### config.mk
export PLATFORM = sky130hd
export DESIGN_NAME = cpu_bus_tracer
export DESIGN_NICKNAME = d
export VERILOG_FILES = /design/src/rtl/cpu_bus_tracer.sv
export SDC_FILE = /design/constraint.sdc
export NUM_CORES = 2
export LEC_CHECK = 0
export ABC_AREA = 1
export CORE_MARGIN = 4
export CORE_UTILIZATION = 44
export DETAILED_ROUTE_END_ITERATION = 6
export DONT_BUFFER_PORTS = 1
export HOLD_SLACK_MARGIN = 0.12
export PLACE_DENSITY_LB_ADDON = 0.2
export SLEW_MARGIN = 10
export SYNTH_ARGS = -nofsm -noshare
export SYNTH_HDL_FRONTEND = slang
export SYNTH_SLANG_ARGS = --single-unit
### constraint.sdc
create_clock -name CLK -period 9.4 [get_ports CLK]
set_clock_uncertainty 0.1 [all_clocks]
set_input_delay 2.82 -clock CLK [delete_from_list [all_inputs] [get_ports CLK]]
set_output_delay 2.82 -clock CLK [all_outputs]
set_load 0.02 [all_outputs]
### src/rtl/cpu_bus_tracer.sv
// Bus-trace capture: timestamped circular buffer of cs cycles, frozen after an address trigger plus post-count.
// Optional idle-bus watchdog enabled by defining TRACE_WATCHDOG_EN.
module cpu_bus_tracer #(
  parameter int ADDR_W      = 32,
  parameter int DATA_W      = 32,
  parameter int DEPTH       = 16,
  parameter int TS_W        = 16,
  parameter int WDOG_CYCLES = 1024
) (
  input  logic                                 CLK,
  input  logic                                 reset,
  input  logic                                 cs,
  input  logic                                 wr_rd,
  input  logic [ADDR_W-1:0]                    ADDR,
  input  logic [DATA_W-1:0]                    Data_BUS_WRITE,
  input  logic [DATA_W-1:0]                    Data_BUS_READ,
  input  logic                                 arm,
  input  logic [ADDR_W-1:0]                    trig_addr,
  input  logic [ADDR_W-1:0]                    trig_mask,
  input  logic [$clog2(DEPTH)-1:0]             post_count,
  input  logic                                 rd_en,
  output logic [TS_W+1+ADDR_W+DATA_W-1:0]      rd_data,
  output logic                                 rd_valid,
  output logic [1:0]                           state,
  output logic [$clog2(DEPTH):0]               count,
  output logic                                 ovf,
  output logic                                 wdog
);
  localparam int PW = $clog2(DEPTH);
  localparam int CW = PW + 1;
  localparam int EW = TS_W + 1 + ADDR_W + DATA_W;

  localparam logic [1:0] S_IDLE      = 2'd0;
  localparam logic [1:0] S_ARMED     = 2'd1;
  localparam logic [1:0] S_TRIGGERED = 2'd2;
  localparam logic [1:0] S_DONE      = 2'd3;

  if ((DEPTH < 4) || ((DEPTH & (DEPTH - 1)) != 0) || (WDOG_CYCLES < 1)) begin : g_param_check
    $error("cpu_bus_tracer: DEPTH must be a power of 2 >= 4 and WDOG_CYCLES >= 1");
  end

  logic [1:0]    state_q, state_d;
  logic [TS_W-1:0] ts_q, ts_d;
  logic [PW-1:0] wr_ptr_q, wr_ptr_d;
  logic [PW-1:0] rd_ptr_q, rd_ptr_d;
  logic [CW-1:0] count_q, count_d;
  logic [PW-1:0] post_q, post_d;
  logic          ovf_q, ovf_d;
  logic          rd_valid_q, rd_valid_d;
  logic [EW-1:0] rd_data_q, rd_data_d;
  logic [EW-1:0] mem_q [DEPTH];
  logic [EW-1:0] entry;
  logic          mem_we;
  logic          hit;
  logic          full;

`ifdef TRACE_WATCHDOG_EN
  localparam int WW = $clog2(WDOG_CYCLES + 1);
  logic [WW-1:0] wd_cnt_q, wd_cnt_d;
  logic          wdog_q, wdog_d;
`endif

  assign entry = {ts_q, wr_rd, ADDR, (wr_rd ? Data_BUS_WRITE : Data_BUS_READ)};
  assign hit   = ((ADDR ^ trig_addr) & trig_mask) == '0;
  assign full  = count_q == CW'(DEPTH);

  always_comb begin
    state_d    = state_q;
    ts_d       = ts_q + TS_W'(1);
    wr_ptr_d   = wr_ptr_q;
    rd_ptr_d   = rd_ptr_q;
    count_d    = count_q;
    post_d     = post_q;
    ovf_d      = ovf_q;
    rd_valid_d = 1'b0;
    rd_data_d  = rd_data_q;
    mem_we     = 1'b0;
`ifdef TRACE_WATCHDOG_EN
    wd_cnt_d   = '0;
    wdog_d     = wdog_q;
`endif
    if (arm) begin
      state_d  = S_ARMED;
      wr_ptr_d = '0;
      rd_ptr_d = '0;
      count_d  = '0;
      post_d   = '0;
      ovf_d    = 1'b0;
`ifdef TRACE_WATCHDOG_EN
      wdog_d   = 1'b0;
`endif
    end else begin
      case (state_q)
        S_ARMED, S_TRIGGERED: begin
          if (cs) begin
            mem_we   = 1'b1;
            wr_ptr_d = wr_ptr_q + PW'(1);
            // A full buffer drops its oldest entry; after the trigger that is always a pre-trigger entry.
            if (full) begin
              rd_ptr_d = rd_ptr_q + PW'(1);
              if (state_q == S_ARMED) ovf_d = 1'b1;
            end else begin
              count_d = count_q + CW'(1);
            end
            if (state_q == S_ARMED) begin
              if (hit) begin
                post_d  = post_count;
                state_d = (post_count == '0) ? S_DONE : S_TRIGGERED;
              end
            end else begin
              post_d = post_q - PW'(1);
              if (post_q == PW'(1)) state_d = S_DONE;
            end
          end else begin
`ifdef TRACE_WATCHDOG_EN
            wd_cnt_d = wd_cnt_q + WW'(1);
            if (wd_cnt_q == WW'(WDOG_CYCLES - 1)) begin
              state_d = S_DONE;
              wdog_d  = 1'b1;
            end
`endif
          end
        end
        S_DONE: begin
          if (rd_en && (count_q != '0)) begin
            rd_valid_d = 1'b1;
            rd_data_d  = mem_q[rd_ptr_q];
            rd_ptr_d   = rd_ptr_q + PW'(1);
            count_d    = count_q - CW'(1);
          end
        end
        default: ;
      endcase
    end
  end

  always_ff @(posedge CLK) begin
    if (!reset) begin
      state_q    <= S_IDLE;
      ts_q       <= '0;
      wr_ptr_q   <= '0;
      rd_ptr_q   <= '0;
      count_q    <= '0;
      post_q     <= '0;
      ovf_q      <= 1'b0;
      rd_valid_q <= 1'b0;
      rd_data_q  <= '0;
    end else begin
      state_q    <= state_d;
      ts_q       <= ts_d;
      wr_ptr_q   <= wr_ptr_d;
      rd_ptr_q   <= rd_ptr_d;
      count_q    <= count_d;
      post_q     <= post_d;
      ovf_q      <= ovf_d;
      rd_valid_q <= rd_valid_d;
      rd_data_q  <= rd_data_d;
    end
  end

  // Storage array needs no reset: count and pointers gate every read.
  always_ff @(posedge CLK) begin
    if (reset && mem_we) mem_q[wr_ptr_q] <= entry;
  end

`ifdef TRACE_WATCHDOG_EN
  always_ff @(posedge CLK) begin
    if (!reset) begin
      wd_cnt_q <= '0;
      wdog_q   <= 1'b0;
    end else begin
      wd_cnt_q <= wd_cnt_d;
      wdog_q   <= wdog_d;
    end
  end
  assign wdog = wdog_q;
`else
  assign wdog = 1'b0;
`endif

  assign state    = state_q;
  assign count    = count_q;
  assign ovf      = ovf_q;
  assign rd_valid = rd_valid_q;
  assign rd_data  = rd_data_q;

endmodule

### Word level (Yosys, flattened, before mapping)

Memory sizes are Yosys's and may differ from the RTL's. A register that Yosys moved wholly into a read port is not among the register bits.
Cells that the tools add are included.

| word-level totals | value |
|---|---|
| input port bits | 170 |
| memories | 1 |
| memory bits (read-only) | 0 |
| bits in latches | 0 |
| memory bits (writable) | 1296 |
| bits in registers | 37 |
| output and inout port bits | 91 |

| operators by class | value |
|---|---|
| bitwise logic cells | 5 |
| reductions and logical operators | 22 |
| equal/unequal tests | 11 |
| order comparisons | 0 |
| add/sub/neg operators | 6 |
| div/mod/pow operators | 0 |
| shifts and indexed selects | 0 |
| multiply operators | 0 |
| mux-type cells | 24 |

Memory list:

| memory | words | bits a word | rd ports | clocked after memory_dff | wr ports | RTL line | RTL |
|---|---|---|---|---|---|---|---|
| mem_q | 16 | 81 | 1 | 1 | 1 | 51 | `logic [EW-1:0] mem_q [DEPTH];` |

Operators by type and width:

| cell | count |
|---|---|
| 32-bit bitwise AND | 1 |
| 32-bit zero test | 1 |
| 32-bit two-way mux | 1 |
| 32-bit bitwise XOR | 1 |
| 4-bit two-way mux | 5 |
| 4-bit AND reduction | 5 |
| 16-bit by 1-bit adder with 16-bit output, second input constant | 1 |
| 5-bit two-way mux | 3 |
| 1-bit two-way mux | 10 |
| 2-bit != test, second input constant | 5 |
| 5-bit one-hot mux with 2 select lines | 1 |
| 4-bit by 1-bit adder with 4-bit output, second input constant | 2 |
| 4-bit one-hot mux with 2 select lines | 1 |
| 2-bit nonzero test | 4 |
| 2-bit two-way mux | 3 |
| 3-bit AND reduction | 2 |
| 5-bit by 1-bit adder with 5-bit output, second input constant | 1 |
| 5-bit == test, second input constant | 1 |
| 5-bit nonzero test | 1 |
| 5-bit by 1-bit subtractor with 5-bit output, second input constant | 1 |
| 2-bit == test, second input constant | 2 |
| 4-bit by 1-bit == test with 1-bit output, second input constant | 1 |
| 4-bit zero test | 1 |
| 2-bit OR reduction | 2 |
| 9 further kinds | 12 |

### Logic depth before layout (Yosys ltp)

| logic depth | value |
|---|---|
| word-level depth | 8 |
| gate-level depth with buffers | 13 |
| mapped depth without buffers | 13 |

### Least setup slack after synthesis

Ideal clock, no wire load.

| timing path | value |
|---|---|
| kind | input -> register |
| start | input reset |
| end | memory mem_q[0][0] (netlist bit), enable pin |
| setup slack | 1.864 ns |
| stages on the path | 5 |
| buffers on the path | 1 |
| setup time | 0.521 ns |
| required time | 8.779 ns |
| data arrival time | 6.914 ns |
| cells stage by stage | buf_2 > inv_1 > nor2_1 > nand3_1 > nor2_1 |

| between the ends | value |
|---|---|
| cells in the longest elaborated chain, start to end | 3 |

Ends and longest elaborated chain:

| what | RTL line | RTL |
|---|---|---|
| from (decl) | 11 | `input logic reset,` |
| 1-bit logical AND | 163 | `if (reset && mem_we) mem_q[wr_ptr_q] <= entry;` |
| 1-bit two-way mux | 163 |  |
| 1-bit two-way mux (implied by the code) | 163 |  |
| to (decl) | 51 |  |

No other way between the ends.

### Worst setup path after layout

| timing path | value |
|---|---|
| start | input reset |
| end | memory mem_q[9][40] (netlist bit), enable pin |

Same word-level chain as after synthesis.

==> metrics.txt <==
status completed; final period utilization 0.579; post-synthesis mux area share 0.0161; reg2reg start rd_ptr_q[1]$_SDFFE_PP0P_; Synth async-reset ratio 0; DP Area 57,100 sq um; worst path required time 9.69 ns; XOR/XNOR Fraction of Synth Area 0.00110; element type at the critical path start input pin; FF+latch area 41,300 sq um; CP most frequent cell buf_4; die area 133,000 sq um; # DRC 0; Worst Setup SP reset; clk slew on worst S/H paths 0.06 ns; setup tns final 0 ns; CTS tree built; Crit Path Category in2reg; gp weighted congestion 0.750; Max Cap Viol 0; Tot Pwr 12.6 mW; number of global-route vias before repair 32,900; FILL cells 10,800; hold_sp post_q[3]$_SDFFE_PP0P_; # clock sinks 1,414; largest net degree at the start of global routing 207; RSZ-0062 raised after global routing false; drt via density 5.79; Synth Area in Adders 0.00350; htree depth 4; crit path max fanout 89; Starting Density 0.444; f_max 184 MHz; synth-to-layout area growth 10.6%; post-synthesis register bit count 1,414; CTS Buf Count 147; Clk Latency, worst-skew pair 0.77 ns; Gate Count Post-Synth 4,233; Hold WC Path Type reg2reg; Relative slew margins 0.205; actual slew at the worst max-slew pin 1.19 ns; Distinct cells, synth 42; hpwl dp 77,800 um; Primary FF master, synth edfxtp_1; vias 34,300; CP cell instances inv_1 > nor2_1 > buf_4 > nand3_1 > nor2_4 > buf_4; syn_area_per_cell 13.2 sq um; sequential fraction of the synthesis area 0.740; Design Area, Final 61,700 sq um; I/O Buffers 0; Boundary Pins 261; Post-Synth Simple-Gate Area 0.0906; initial antenna violation count 2; slowest CP cell nor2_4; global-route total usage across every layer 0.221; CP endpoint kind register; # setup viols final 0; row cnt 130; largest family of logic cells by synthesized area compound AO/OA/AOI/OAI gates; Multi-input gate area 12,600 sq um; antenna viol nets, final 0; Hold Fails Final Rpt 0; Congestion Overflow GR 0; Yosys warnings 0; CTS hold repair buffers 0; static leakage 20.9 nW; Starting DRT DRC Count 3,344; clk buf depth 3; most common cell after layout, fill and taps aside edfxtp_1; Synth Area in Compound Gates 0.112; Die W 364 um; drt first pass iters 6; number of flops mapped to enable cells by yosys 1,296; cts repair resizes 0; post-CTS setup buffer count 0; Post-Syn Nets 4,418; minimum clock period after layout 5.45 ns; Final #Nets 4,331; routed wire length 147,000 um; end-of-flow core utilization 0.491; PD cells 204 nW/um^2; VDD IR max 0.159 mV; clock root cell clkbuf_16; Die Y 364 um; drt wl/cell 24.9 um; global-route wire length before repair 219,000 um; Post-Syn Area 55,800 sq um; crit-path max cell delay 0.95 ns; most frequent cells in the layout edfxtp_1, nor2_1, nand2_1, o21ai_0, nand3_1; share of layout cells above drive strength 1 0.0859; pins over their slew limit 0; Core Area 126,000 sq um; critical path arrival 5.73 ns
worst max-delay path: cells and delay by family:
kind,cells,cell delay [ns]
and+or+nand+nor,3,1.45
buffers and inverters,3,1.28
flip-flops by register name (all words and copies together) (netlist names):
register / count
count: 5
mem_q: 1296
rd_ptr_q: 4
rd_data: 81
ovf: 1
ts_q: 16
rd_valid: 1
state: 2
post_q: 4
wr_ptr_q: 4
final cells by class:
cell class                      instances  area share
Clock inverter                         70     0.00874
Timing Repair Buffer                   50     0.00750
Tap cell                             1650      0.0335
Sequential cell                      1414       0.669
Antenna cell                            1   0.0000405
Inverter                              180      0.0114
Clock buffer                          203      0.0655
Multi-Input combinational cell       2353       0.204
synth_stat cells, types with 2 or more instances:
| master | n | share of area |
|---|---|---|
| ha_1 | 14 | 0.0031 |
| nor3_1 | 6 | 0.00054 |
| nor3_2 | 2 | 0.00036 |
| a31oi_1 | 3 | 0.00034 |
| a221oi_1 | 50 | 0.0078 |
| o221a_2 | 16 | 0.0032 |
| buf_6 | 16 | 0.0032 |
| o21ai_0 | 377 | 0.034 |
| clkbuf_1 | 126 | 0.0085 |
| nand4_1 | 24 | 0.0027 |
| inv_1 | 142 | 0.0095 |
| buf_4 | 14 | 0.0019 |
| mux2_2 | 32 | 0.0065 |
| o221ai_1 | 116 | 0.018 |
| nor2_1 | 522 | 0.035 |
| o21ai_1 | 145 | 0.013 |
| edfxtp_1 | 1296 | 0.70 |
| xor2_1 | 4 | 0.00063 |
| buf_1 | 17 | 0.0011 |
| nand3_1 | 276 | 0.025 |
| inv_2 | 38 | 0.0026 |
| o22ai_1 | 51 | 0.0057 |
| o211ai_1 | 119 | 0.016 |
| dfxtp_1 | 118 | 0.042 |
| o21a_1 | 18 | 0.0024 |
| mux2i_1 | 54 | 0.0097 |
| nor3b_1 | 2 | 0.00027 |
| xnor2_1 | 3 | 0.00047 |
| buf_2 | 113 | 0.010 |
| nand2_1 | 382 | 0.026 |
| a21oi_1 | 126 | 0.011 |
report_power, final:
part           internal, mW  switching [mW]  total [mW]
combinational        0.0345           0.110       0.144
sequential             6.87          0.0117        6.88
clock                  3.16            2.39        5.55
per-layer routing:
metal,global-route usage,up-vias,wire (um)
met4,0.0581,0,3060
met1,0.312,17300,64800
met3,0.0398,209,9520
met5,0,-,0
met2,0.355,1144,70000
li1,-,15600,-
metrics by stage:
stage | cells | hold WS (ns) | setup slack (ns)
2_1_floorplan | 4233 | 0.369 | 1.86
3_3_place_gp | 5647 | 0.388 | 3.22
3_5_place_dp | 5647 | 0.390 | 3.23
4_1_cts | 5920 | 0.401 | 4.06
5_1_grt | 5920 | 0.458 | 3.85
6_report | 5921 | 0.400 | 3.95
worst paths after layout:
kind,end,slack (ns),cells past startpoint
max,mem_q[9][40]$_DFFE_PP_,3.95,6
min reg2reg,post_q[3]$_SDFFE_PP0P_,0.40,2
max reg2reg,rd_data[19]$_SDFFE_PN0P_,5.40,9
min,post_q[3]$_SDFFE_PP0P_,0.40,2
kinds of logic (layout without fill, tap and decap cells):
kind of cell,after synthesis,count (layout)
mux,86,86
other cells,1,2
xor+xnor,7,7
flops,1414,1414
buf+inv,466,503
compound gates,1023,1023
fa+ha+maj,15,15
simple gates,1221,1221
(Power assumes the default switching activity.)
